--- src/rtl/csr_trap_ctrl.sv ---
// CSR access, trap entry and MRET sequencer in front of a single-port CSR register file.
// One request is serviced at a time; trap outranks MRET, which outranks ordinary CSR instructions.
module csr_trap_ctrl #(
    parameter logic [63:0] MTVEC_BASE = 64'h0
) (
    input  logic        clk_i,
    input  logic        rst_i,
    input  logic        csr_req_i,
    input  logic [1:0]  csr_op_i,
    input  logic [11:0] csr_addr_i,
    input  logic [63:0] csr_wdata_i,
    output logic        csr_gnt_o,
    output logic        csr_done_o,
    output logic [63:0] csr_rdata_o,
    input  logic        trap_req_i,
    input  logic [63:0] trap_cause_i,
    input  logic [63:0] trap_pc_i,
    input  logic        mret_req_i,
    output logic        trap_ack_o,
    output logic        mret_ack_o,
    output logic        redirect_o,
    output logic [63:0] redirect_pc_o,
    output logic [11:0] reg_addr_o,
    output logic [63:0] reg_wdata_o,
    output logic        reg_we_o,
    output logic [1:0]  reg_type_o,
    input  logic [63:0] reg_rdata_i,
    output logic        busy_o
);

    localparam logic [11:0] ADDR_MSTATUS = 12'h300;
    localparam logic [11:0] ADDR_MEPC    = 12'h341;
    localparam logic [11:0] ADDR_MCAUSE  = 12'h342;

    localparam logic [1:0] TYPE_SWAP = 2'b00;
    localparam logic [1:0] TYPE_EPC  = 2'b11;
    localparam logic [1:0] OP_READ   = 2'b11;

    typedef enum logic [3:0] {
        IDLE,
        CSR_RSP,
        T_EPC,
        T_CAUSE,
        T_SRD,
        T_SWR,
        T_DONE,
        M_EPC,
        M_SRD,
        M_SWR,
        M_DONE
    } state_t;

    state_t      r_state;
    state_t      w_next;
    logic [63:0] r_rdata;
    logic [63:0] r_epc;

    logic        w_idle;
    logic        w_take_trap;
    logic        w_take_mret;
    logic        w_grant;
    logic        w_csr_we;
    logic [63:0] w_trap_mstatus;
    logic [63:0] w_mret_mstatus;

    // IDLE decisions are masked while reset is held so no grant leaks out during reset.
    assign w_idle      = (r_state == IDLE) && rst_i;
    assign w_take_trap = w_idle && trap_req_i;
    assign w_take_mret = w_idle && !trap_req_i && mret_req_i;
    assign w_grant     = w_idle && csr_req_i && !trap_req_i && !mret_req_i;

    // Set/clear with a zero mask and plain reads leave the CSR untouched.
    assign w_csr_we = !((csr_op_i == OP_READ) ||
                        ((csr_op_i != TYPE_SWAP) && (csr_wdata_i == 64'h0)));

    assign csr_gnt_o = w_grant;
    assign busy_o    = (r_state != IDLE);

    always_comb begin
        w_trap_mstatus        = reg_rdata_i;
        w_trap_mstatus[7]     = reg_rdata_i[3];
        w_trap_mstatus[3]     = 1'b0;
        w_trap_mstatus[12:11] = 2'b11;

        w_mret_mstatus        = reg_rdata_i;
        w_mret_mstatus[3]     = reg_rdata_i[7];
        w_mret_mstatus[7]     = 1'b1;
        w_mret_mstatus[12:11] = 2'b00;
    end

    always_comb begin
        w_next = r_state;
        case (r_state)
            IDLE: begin
                if (w_take_trap) begin
                    w_next = T_EPC;
                end else if (w_take_mret) begin
                    w_next = M_EPC;
                end else if (w_grant) begin
                    w_next = CSR_RSP;
                end
            end
            CSR_RSP: w_next = IDLE;
            T_EPC:   w_next = T_CAUSE;
            T_CAUSE: w_next = T_SRD;
            T_SRD:   w_next = T_SWR;
            T_SWR:   w_next = T_DONE;
            T_DONE:  w_next = IDLE;
            M_EPC:   w_next = M_SRD;
            M_SRD:   w_next = M_SWR;
            M_SWR:   w_next = M_DONE;
            M_DONE:  w_next = IDLE;
            default: w_next = IDLE;
        endcase
    end

    // Register-file port and completion pulses; read data always arrives one cycle after its address.
    always_comb begin
        csr_done_o    = 1'b0;
        csr_rdata_o   = r_rdata;
        trap_ack_o    = 1'b0;
        mret_ack_o    = 1'b0;
        redirect_o    = 1'b0;
        redirect_pc_o = 64'h0;
        reg_addr_o    = 12'h0;
        reg_wdata_o   = 64'h0;
        reg_we_o      = 1'b0;
        reg_type_o    = TYPE_SWAP;
        case (r_state)
            IDLE: begin
                if (w_grant) begin
                    reg_addr_o  = csr_addr_i;
                    reg_wdata_o = csr_wdata_i;
                    reg_type_o  = csr_op_i;
                    reg_we_o    = w_csr_we;
                end
            end
            CSR_RSP: begin
                csr_done_o  = 1'b1;
                csr_rdata_o = reg_rdata_i;
            end
            T_EPC: begin
                reg_addr_o  = ADDR_MEPC;
                reg_wdata_o = trap_pc_i & ~64'h3;
                reg_type_o  = TYPE_EPC;
                reg_we_o    = 1'b1;
            end
            T_CAUSE: begin
                reg_addr_o  = ADDR_MCAUSE;
                reg_wdata_o = trap_cause_i;
                reg_we_o    = 1'b1;
            end
            T_SRD: begin
                reg_addr_o = ADDR_MSTATUS;
            end
            T_SWR: begin
                reg_addr_o  = ADDR_MSTATUS;
                reg_wdata_o = w_trap_mstatus;
                reg_we_o    = 1'b1;
            end
            T_DONE: begin
                trap_ack_o    = 1'b1;
                redirect_o    = 1'b1;
                redirect_pc_o = MTVEC_BASE;
            end
            M_EPC: begin
                reg_addr_o = ADDR_MEPC;
            end
            M_SRD: begin
                reg_addr_o = ADDR_MSTATUS;
            end
            M_SWR: begin
                reg_addr_o  = ADDR_MSTATUS;
                reg_wdata_o = w_mret_mstatus;
                reg_we_o    = 1'b1;
            end
            M_DONE: begin
                mret_ack_o    = 1'b1;
                redirect_o    = 1'b1;
                redirect_pc_o = r_epc & ~64'h3;
            end
            default: begin
                reg_we_o = 1'b0;
            end
        endcase
    end

    // The returned CSR value is held until the next completion; mepc is captured mid-MRET.
    always_ff @(posedge clk_i or negedge rst_i) begin
        if (!rst_i) begin
            r_state <= IDLE;
            r_rdata <= 64'h0;
            r_epc   <= 64'h0;
        end else begin
            r_state <= w_next;
            if (r_state == CSR_RSP) begin
                r_rdata <= reg_rdata_i;
            end
            if (r_state == M_SRD) begin
                r_epc <= reg_rdata_i;
            end
        end
    end

endmodule
--- config.mk ---
export PLATFORM = sky130hd
export DESIGN_NAME = csr_trap_ctrl
export DESIGN_NICKNAME = d
export VERILOG_FILES = /design/src/rtl/csr_trap_ctrl.sv
export SDC_FILE = /design/constraint.sdc
export NUM_CORES = 1
export LEC_CHECK = 0
export BUFFER_PORTS_ARGS = -buffer_cell sky130_fd_sc_hd__buf_2
export CORE_AREA = 2 2 187 189
export DETAILED_ROUTE_END_ITERATION = 10
export DIE_AREA = 0 0 189 191
export SYNTH_ARGS = -nofsm -noshare
export SYNTH_HDL_FRONTEND = slang
export SYNTH_SLANG_ARGS = --single-unit
--- constraint.sdc ---
create_clock -name clk_i -period 1.6 [get_ports clk_i]
set_input_delay 0.08 -clock clk_i [delete_from_list [all_inputs] [get_ports clk_i]]
set_output_delay 0.08 -clock clk_i [all_outputs]
set_load 0.01 [all_outputs]
-- Word level (Yosys, flattened, before mapping)
Cells that the tools add are included.
- equal/unequal tests: 12
- muxes and demuxes: 18
- reduce and logical (&&, ||, !) cells: 20
- operators by type and width (operator ; number):
    $pmux W64 S5 ; 1
    $mux W64 ; 3
    $logic_not A64 Y1 ; 1
    $pmux W12 S4 ; 1
    $pmux W4 S8 ; 1
    $eq A4 B3 Y1 const B ; 4
    $eq A4 B4 Y1 const B ; 3
    $mux W12 ; 1
    $mux W4 ; 3
    $eq A4 B2 Y1 const B ; 2
    $logic_and A1 B1 Y1 ; 8
    $reduce_or A4 Y1 ; 2
    $mux W1 ; 5
    $eq A4 B1 Y1 const B ; 1
    $logic_not A4 Y1 ; 1
    $ne A4 B4 Y1 const B ; 1
    $pmux W2 S2 ; 1
    $reduce_bool A4 Y1 ; 1
    $reduce_or A2 Y1 ; 2
    $logic_not A1 Y1 ; 3
    $eq A2 B2 Y1 const B ; 1
    $mux W2 ; 1
    $pmux W1 S2 ; 1
    $reduce_bool A2 Y1 ; 1
    $logic_or A1 B1 Y1 ; 1
- bits in registers: 132
- bits of input ports: 275
- output and inout bits: 213

-- Longest topological paths before layout
Gate-level depths: netlist (run 1).
- word-level depth: 9
- mapped depth: 7

-- Worst setup path after synthesis (run 1)
Ideal clock, no wire load.
- kind: reg-to-reg
- from: register r_state[1]
- to: register r_rdata[54]
- setup time: 138 ps
- arrival time: 1600 ps
- data required time: 1462 ps
- slack: -139 ps
- stages on the path, launching flop included: 7
- clock period less this slack: 1739 ps
- cells stage by stage: dfrtp_1 -> buf_2 -> nand2b_1 -> nor3_1 -> buf_4 -> buf_4 -> mux2_2
- cells in the longest elaborated chain, start to end: 2
- ends and longest elaborated chain (element ; line ; source):
    from (decl) ; 53 ; state_t r_state;
    from (signal assigned) ; 195 ; r_state <= w_next;
    $eq A4 B1 Y1 ; - ;
    $mux W64 ; - ;
    via csr_rdata_o[54] ; 14 ; output logic [63:0] csr_rdata_o,
    to (signal assigned) ; 197 ; r_rdata <= reg_rdata_i;
    to (decl) ; 55 ; logic [63:0] r_rdata;
The timed path passes the listed nets, and every way through them passes these cells.
A chain may end at the register's enable or synchronous reset.

-- Worst setup path in the final report (run 1)
- from: register r_state[3]
- to: output port reg_wdata_o[21]
- cells in the longest elaborated chain, start to end: 7
- ends and longest elaborated chain (element ; line ; source):
    $logic_not A4 Y1 ; 67, 129 ;
    $logic_and A1 B1 Y1 ; 67 ; assign w_idle = (r_state == IDLE) && rst_i;
    $logic_and A1 B1 Y1 (3 in series) ; 70 ; assign w_grant = w_idle && csr_req_i && !trap_req_i && !mret_req_i;
    $mux W64 ; 131 ; if (w_grant) begin
    $pmux W64 S5 * ; 129 ; case (r_state)
    to (decl) ; 24 ; output logic [63:0] reg_wdata_o,
Every way passes the cells marked *; elsewhere a longest branch is shown, timed or not.

==> out/results.tsv, run 1 <==
metric	value	unit
synth_cell_types	40	
ctsHtreeMaxLevel	4	
power.density	1680	nW/um^2
synth_area_per_cell	10.8	sq um
antenna_found_initial	2	
fin_worst_skew	6.41	ps
place_hpwl	25000	um
ys_top_cells_by_area	dfrtp_1 (46%), mux2_2 (19%), a222oi_1 (8.4%), nand2_1 (6.9%), and2_1 (6.1%)	
grt_pass1_vias	8042	
stdcell_area	14200	sq um
fp.dieH	191	um
drtPass1Iterations	6	
viasPerCell	4.89	
hold_viol	0	
slew_headroom	52.3	%
initial_core_util	20.9	%
hp-start	reg_rdata_i[24]	
period_share	148	%
path_clk_slew	60	ps
hp-class	in -> reg	
yosysWarnings	0	
ys_top_cells_by_count	dfrtp_1 (130), nand2_1 (130), mux2_2 (117)	
r2r_end	r_epc[35]$_DFFE_PN0P_	
r2r_slack	-330	ps
hold_end	r_epc[24]$_DFFE_PN0P_	
layout-drive-gt1-share	68.3	%
die_width	189	um
arrival	2290	ps
syn-cell-area	7110	sq um
wire_per_inst	23.1	um
grt_max_degree	97	
synth_edf_count	0	
nets	1565	
rsz0062_at_grt	yes	
path_max_fanout	8	
yosysTopAreaCellShare	45.7	%
synth-seq-area-share	45.7	%
rows	68	
port_buffers	483	
synthArstFlopShare	100	%
startpoint_type	flip-flop	
whs_path_depth	2	
vdd.ir_drop.worst	0.827	mV
reg2reg_depth	7	
drc	0	
synthToLayoutAreaGrowth	99.3	%
leakage	0.00706	uW
status	finished with violations	
tns	-147280	ps
critPathRequiredTime	1520	ps
grt_pass1_wl	50200	um
slew_viol_final	0	
vias	8608	
wirelength	40600	um
synth-seq-cells	130	
place_area	10700	sq um
fmax	421	MHz
clock-root-buffer	clkbuf_16	
drtAntennaViolNets	0	
drtIter0Drc	850	
ios	488	
clk_latency	450	ps
setup_viol	337	
globalRouteTotalUtil	18.9	%
utilization	41.6	%
fin_crit	2370	ps
rr_startpoint	r_state[2]$_DFFE_PN0P_	
violations	setup timing	
dominantRegCellSynth	dfrtp_1	
synthCells	656	
cts.path.max_buffers	2	
cts_tree	built	
core-area	34100	sq um
synth_area_leader_cell	dfrtp_1	
final-instance-count-excl-fill	1760	
setup_ws	-775	ps
crit_type	reg -> out	
holdWs	32.4	ps
cts_num_sinks	130	
cts_buffers	17	
tightestPinTransition	716	ps
routabilityCongestion	0.886	
gr-total-overflow	0	
maxCapViolations	0	
design.die.area	36100	sq um
crit_path_end_kind	output port	
place_inst	1601	
-- report_power, final --
group / switching [uW] / total, uW / internal, uW
registers: 769 / 5770 / 5000
clock network: 1620 / 4350 / 2730
logic: 6320 / 13700 / 7340
total: 8700 / 23800 / 15100
-- layout by cell type (no fill, tap or decap), types with 3 or more instances in the layout --
master / count
nor4_1: 16
dfrtp_2: 3
and2_1: 7
bufinv_16: 4
inv_1: 5
buf_8: 9
a21o_1: 4
dlygate4sd3_1: 67
bufbuf_16: 4
nand2_1: 88
clkbuf_8: 3
a21oi_1: 6
clkbuf_16: 31
mux2_2: 65
and2_4: 62
o21ai_0: 4
mux2_4: 62
nor3_4: 3
buf_6: 97
buf_4: 37
buf_12: 33
dfrtp_1: 127
nand2_4: 16
buf_16: 7
nand2_2: 26
buf_2: 402
clkinvlp_4: 3
a222oi_1: 60
nand2b_4: 4
nor2_1: 6
mux2i_1: 3
-- cell type report --
cell class	count	area [sq um]
Fill cell	3255	19900
Timing Repair Buffer	670	5520
Multi-Input combinational cell	465	4160
Sequential cell	130	3260
Tap cell	455	569
Clock buffer	20	467
Clock inverter	12	179
Inverter	6	22.5
Antenna cell	2	5.00
-- state kept, by name, summed over array words and instances (netlist names) --
signal and count:
r_epc 62, r_rdata 64, r_state 4
-- per-layer routing --
layer  part of all wire [%]  global-route usage (%)  vias up
met5                      0                       0        -
met4                    3.1                    7.81        0
met3                    9.0                    4.70       76
met2                     48                    31.5      573
met1                     40                    23.4     4251
li1                       -                       -     3708
-- critical path, cell delays in order, from the launching register on --
cell and delay [ps]:
dfrtp_1 380, buf_12 140, nand2b_4 140, a21oi_4 70, buf_12 160, buf_12 130
clkbuf_16 170, a222oi_1 380, nand2_1 120, buf_2 160
-- worst max path at each step --
stage	start	end	slack, ps	depth (start not counted)
finish	r_state[3]$_DFFE_PN0P_	reg_wdata_o[21]	-770	9
global route	r_state[3]$_DFFE_PN0P_	reg_wdata_o[31]	-840	9
CTS	r_state[3]$_DFFE_PN0P_	reg_wdata_o[46]	-750	7
detailed placement	r_state[2]$_DFFE_PN0P_	reg_wdata_o[46]	-440	6
global placement	csr_wdata_i[4]	reg_we_o	-430	8
floorplan	r_state[1]$_DFFE_PN0P_	r_rdata[54]$_DFF_PN0_	-130	6
-- logic make-up (layout without fill, tap and decap cells) --
family | count (synthesis) | count (layout) | synth area share, %
compound gates | 89 | 89 | 11.3
other cells | 1 | 4 | 0.0527
flops | 130 | 130 | 45.7
mux | 130 | 130 | 20.5
simple gates | 244 | 244 | 17.3
buf+inv | 62 | 708 | 5.15
-- through the flow --
| stage | power (uW) | setup slack, ps |
|---|---|---|
| after detailed placement | 16300 | -442 |
| final | 23800 | -775 |
| after CTS | 22000 | -746 |
| after global routing | 24900 | -843 |
| after global placement | 16100 | -426 |
| after floorplan | 12000 | -127 |
-- timing repair --
action                     CTS  global route
setup endpoints to repair  329           338
setup buffers               20            16
hold buffers                67             0
hold endpoints to repair   254             0
pin swaps                   40           107
gates resized for setup     52           255
cloned                      10            18
Note: power is estimated with default switching activity, not from simulation.
==> run 2, diff against run 1 <==
- CORE_AREA: 2 2 187 189 -> 2 2 190 192
- CTS_BUF_LIST: unset -> sky130_fd_sc_hd__clkbuf_4 sky130_fd_sc_hd__clkbuf_8
- DIE_AREA: 0 0 189 191 -> 0 0 192 194
- SLEW_MARGIN: unset -> 5
==> out/results.tsv, run 2 (synthesis gave the netlist of run 1 again) <==
metric	value	unit	change
status	finished with violations		
violations	setup timing		
die_width	192	um	+1.6%
ios	488		unchanged
antenna_found_initial	1		-1
path_max_fanout	8		unchanged
hp-class	in -> reg		
fin_worst_skew	9.15	ps	+2.74 ps
pre_cts_slack	-910	ps	-468 ps
drtPass1Iterations	9		+3
hp-start	reg_rdata_i[23]		
layout-drive-gt1-share	70.2	%	+1.9 points
rows	69		+1.5%
cts.path.max_buffers	2		unchanged
nets	1597		+2.0%
fp.dieH	194	um	+1.6%
crit_start	r_state[1]$_DFFE_PN0P_		
globalRouteTotalUtil	19.9	%	+0.94 points
core-area	35200	sq um	+3.2%
largest_reg_flops	64		unchanged
cts_tree	built		
final-instance-count-excl-fill	1797		+2.1%
cp_slowest_cell	dfrtp_2		
cts_num_sinks	130		unchanged
grt_pass1_wl	54900	um	+9.4%
crit_path_end_kind	output port		
design.die.area	37200	sq um	+3.2%
rsz0062_at_grt	yes		
setup_ws	-779	ps	-4.15 ps
path_clk_slew	80	ps	+20 ps
fin_crit	2380	ps	+4.15 ps
layout_common_cells	buf_2 (331), buf_6 (195), dfrtp_1 (127), mux2_4 (123), nand2_1 (76)		
drc	0		unchanged
nFillCells	3279		+0.74%
arrival	2300	ps	about the same
period_share	149	%	+0.26 points
largestRegisters	r_rdata x64, r_epc x62, r_state x4		
power.density	1690	nW/um^2	+1.1%
startpoint_type	flip-flop		
vdd.ir_drop.worst	1.02	mV	+24%
slew_headroom	40.2	%	-12 points
slew_viol_final	0		unchanged
crit_path_max_incr_delay	440	ps	+60 ps
clk_latency	490	ps	+40 ps
setup_viol	334		-0.89%
rr_startpoint	r_state[2]$_DFFE_PN0P_		
wire_per_inst	23.1	um	about the same
grt_max_degree	57		-41%
crit_chain	buf_6 > nor4_4 > and4_4 > buf_12 > clkbuf_16 > nand2_2 > nand2_1 > buf_2		
gr-total-overflow	0		unchanged
largest-register	r_rdata		
tightestPinTransition	889	ps	+174 ps
fmax	420	MHz	-0.17%
crit_type	reg -> out		
cts_buffers	17		unchanged
drtAntennaViolNets	0		unchanged
vias	8706		+1.1%
clock-root-buffer	clkbuf_8		
place_inst	1622		+1.3%
wirelength	41500	um	+2.2%
leakage	0.00745	uW	+5.5%
viasPerCell	4.84		-0.94%
final_common_cell	buf_2		
routabilityCongestion	0.958		+8.2%
hold_viol	0		unchanged
maxCapViolations	0		unchanged
synthToLayoutAreaGrowth	108	%	
port_buffers	483		unchanged
ctsHtreeMaxLevel	4		unchanged
grt_pass1_vias	8746		+8.8%
place_hpwl	26600	um	+6.3%
drtIter0Drc	820		-3.5%
initial_core_util	20.2	%	-0.65 points
critPathRequiredTime	1520	ps	about the same
run 2: changes by cell type in the layout (fill, tap and decap cells not counted), moves of 5 or more:
| cell | change |
|---|---|
| nand2_1 | -12 |
| and2_1 | -5 |
| mux2_4 | +61 |
| nand2_2 | +8 |
| buf_4 | +16 |
| buf_2 | -71 |
| clkbuf_8 | +15 |
| mux2_2 | -61 |
| clkbuf_16 | -19 |
| buf_12 | -5 |
| and2_4 | +5 |
| buf_6 | +98 |
run 2: layout make-up:
class | count | area (sq um) | area share [%]
antenna | 1 | 2.50 | 0.0169
sequential | 130 | 3260 | 22.0
multi-input combinational | 465 | 4440 | 30.0
clock buffer | 18 | 248 | 1.68
inverter | 6 | 22.5 | 0.152
tap | 461 | 577 | 3.90
timing repair buffer | 702 | 6090 | 41.2
clock inverter | 14 | 139 | 0.940
run 2: per-stage QoR:
step           util, %  total power [uW]  hold slack, ps  instance area (sq um)  setup TNS (ps)
2_1_floorplan        -             12000            -216                   7320          -14790
3_3_place_gp      30.5             16400             175                  10800          -30710
3_5_place_dp      30.5             16600             171                  10800          -44030
4_1_cts           37.8             22900            21.7                  13300         -161400
5_1_grt           42.0             26300            7.39                  14800         -187330
6_report          42.0             25000            58.8                  14800         -155760
run 2: power breakdown:
group	internal, uW	switching [uW]
Sequential	5000	849
Clock	1410	1500
Combinational	9500	6790
Total	15900	9130
run 2: final timing paths:
| path | to | slack (ps) | depth (start not counted) |
|---|---|---|---|
| max | reg_wdata_o[41] | -780 | 8 |
| min reg2reg | r_rdata[46]$_DFF_PN0_ | 510 | 1 |
| min in group asynchronous | r_state[2]$_DFFE_PN0P_ | 330 | 3 |
| max reg2reg | r_epc[35]$_DFFE_PN0P_ | -380 | 7 |
| min | r_rdata[23]$_DFF_PN0_ | 60 | 2 |
| max in group asynchronous | r_epc[40]$_DFFE_PN0P_ | 600 | 3 |
run 2: what timing repair did:
action	in CTS	in global routing
pin swaps	37	89
setup buffers	34	25
hold endpoints to repair	255	1
hold buffers	67	1
gates cloned	10	16
setup endpoints to repair	337	339
resized for setup	220	273
run 2: layer usage:
layer / global-route usage, % / share of wire [%] / vias to the layer above
met1: 24.2 / 40 / 4315
met5: 0 / 0 / -
li1: - / - / 3757
met4: 7.24 / 3.0 / 0
met3: 5.14 / 8.0 / 89
met2: 33.6 / 49 / 545
run 2: critical path, delay by kind of cell, from the launching register on:
| family | cells | cell delay, ps |
|---|---|---|
| buffers and inverters | 4 | 620 |
| AND/OR/NAND/NOR | 4 | 740 |
| flip-flops | 1 | 440 |
==> run 3, diff against run 2 <==
- MAX_ROUTING_LAYER: unset -> met4
==> out/results.tsv, run 3 (synthesis gave the netlist of run 1 again) <==
metric	value	unit	change
reg2reg_depth	8		+1
fp.dieH	194	um	unchanged
grt_max_degree	59		+3.5%
place_area	10800	sq um	+0.51%
rows	69		unchanged
power.density	1630	nW/um^2	-4.1%
fin_worst_skew	15.7	ps	+6.59 ps
setup_viol	337		+0.90%
wirelength	41100	um	-1.0%
cts_tree	built		
largest_reg_flops	64		unchanged
status	finished with violations		
crit_chain	buf_2 > nor4_1 > o2111ai_1 > buf_4 > a2111oi_0 > buf_4 > a21oi_2 > buf_2		
fmax	421	MHz	+0.12%
path_clk_slew	90	ps	about the same
arrival	2300	ps	about the same
crit_type	in -> out		
maxCapViolations	0		unchanged
vdd.ir_drop.worst	0.853	mV	-17%
wire_per_inst	23.2	um	+0.28%
crit_path_end_kind	output port		
tns	-158130	ps	-2370 ps
cpLargestDelayFamily	compound AO/OA/AOI/OAI gates		
clock-root-buffer	clkbuf_8		
ctsHtreeMaxLevel	4		unchanged
crit_start	csr_wdata_i[24]		
leakage	0.00692	uW	-7.1%
cts_buffers	17		unchanged
gr-total-overflow	0		unchanged
cp_slowest_cell	nor4_1		
viasPerCell	4.78		-1.4%
period_share	148	%	-0.18 points
drtIter0Drc	596		-27%
layout-drive-gt1-share	68.6	%	-1.6 points
clk_latency	500	ps	about the same
cts_num_sinks	130		unchanged
holdWs	289	ps	+230 ps
slew_headroom	37.4	%	-2.7 points
utilization	39.2	%	-2.7 points
fin_crit	2380	ps	-2.94 ps
setup_ws	-776	ps	+2.94 ps
violations	DRC, setup timing		
drtPass1Iterations	11		+2
vias	8475		-2.7%
design.die.area	37200	sq um	unchanged
rr_startpoint	r_state[2]$_DFFE_PN0P_		
core-area	35200	sq um	unchanged
synthToLayoutAreaGrowth	94.3	%	
slew_viol_final	0		unchanged
r2r_slack	-390	ps	about the same
grt_pass1_wl	51300	um	-6.5%
place_hpwl	27000	um	+1.7%
path_max_fanout	2		-6
crit_cells	8		unchanged
stdcell_area	13800	sq um	-6.4%
routabilityCongestion	0.913		-4.6%
hp-class	in -> async		
tightestPinTransition	930	ps	+40.4 ps
design_power_total	22500	uW	-10%
critPathRequiredTime	1520	ps	about the same
antenna_found_initial	3		+2
startpoint_type	input pin		
port_buffers	483		unchanged
grt_pass1_vias	8330		-4.8%
cts.path.max_buffers	2		unchanged
globalRouteTotalUtil	19.2	%	-0.66 points
initial_core_util	20.2	%	unchanged
nets	1571		-1.6%
hold_viol	0		unchanged
die_width	192	um	unchanged
cp_num_buf_inv	4		unchanged
crit_end	reg_we_o		
crit_path_max_incr_delay	750	ps	+310 ps
drc	2		+2
ios	488		unchanged
drtAntennaViolNets	0		unchanged
r2r_end	r_epc[48]$_DFFE_PN0P_		
final_common_cell	buf_2		
layout_common_cells	buf_2 (391), dfrtp_1 (127), buf_6 (110), nand2_1 (94), mux2_4 (78)		
largestRegisters	r_rdata x64, r_epc x62, r_state x4		
largest-register	r_rdata		
rsz0062_at_grt	yes		
-- run 3: cell count changes in the layout (fill, tap and decap cells not counted), sizes merged --
cell | before | now
buf | 622 | 593
bufinv | 2 | 3
clkbuf | 30 | 36
clkinv | 8 | 3
clkinvlp | 3 | 4
diode | 1 | 4
-- run 3: power breakdown --
part	internal, uW	switching, uW
sequential	4990	791
clock	1710	1560
combinational	7190	6230
-- run 3: timing repair --
| item | CTS | global route |
|---|---|---|
| hold buffers | 68 | 0 |
| resized for setup | 42 | 267 |
| setup endpoints to repair | 334 | 334 |
| pin swaps | 19 | 96 |
| setup buffers | 6 | 16 |
| gates cloned | 1 | 23 |
| endpoints found under the hold margin | 259 | 0 |
-- run 3: worst min path at each step --
stage / startpoint / end / slack, ps / cells after the start
after floorplan: rst_i / r_epc[10]$_DFFE_PN0P_ / -220 / 0
after global placement: rst_i / r_state[2]$_DFFE_PN0P_ / 140 / 2
after detailed placement: rst_i / r_state[0]$_DFFE_PN0P_ / 150 / 2
after CTS: rst_i / r_state[2]$_DFFE_PN0P_ / 270 / 3
after global routing: rst_i / r_state[2]$_DFFE_PN0P_ / 320 / 3
final: rst_i / r_state[2]$_DFFE_PN0P_ / 290 / 3
-- run 3: layout make-up --
cell class,instances,area (sq um)
antenna,4,10.0
timing repair buffer,676,5320
clock buffer,21,289
fill,3415,21400
sequential,130,3260
tap,461,577
clock inverter,11,151
multi-input combinational,465,4200
inverter,6,22.5
-- run 3: stage by stage --
| step | instances | worst slack (ps) |
|---|---|---|
| 6_report | 1774 | -776 |
| 5_1_grt | 1773 | -841 |
| 4_1_cts | 1733 | -758 |
| 3_5_place_dp | 1626 | -822 |
| 3_3_place_gp | 1626 | -939 |
| 2_1_floorplan | 657 | -127 |
-- run 3: worst register-to-register path: stages (launching register included) --
cell and delay (ps):
dfrtp_2 470, nand2b_4 180, buf_6 120, buf_6 110
nor3_4 260, buf_4 180, clkbuf_16 140, buf_4 120
mux2_4 290
-- run 3: metal layers --
metal	up-vias	global-route usage (%)	routed length (um)
li1	3703	-	-
met1	4223	22.8	16800
met2	491	32.1	20500
met3	58	4.11	2970
met4	0	6.59	822
met5	-	-	0
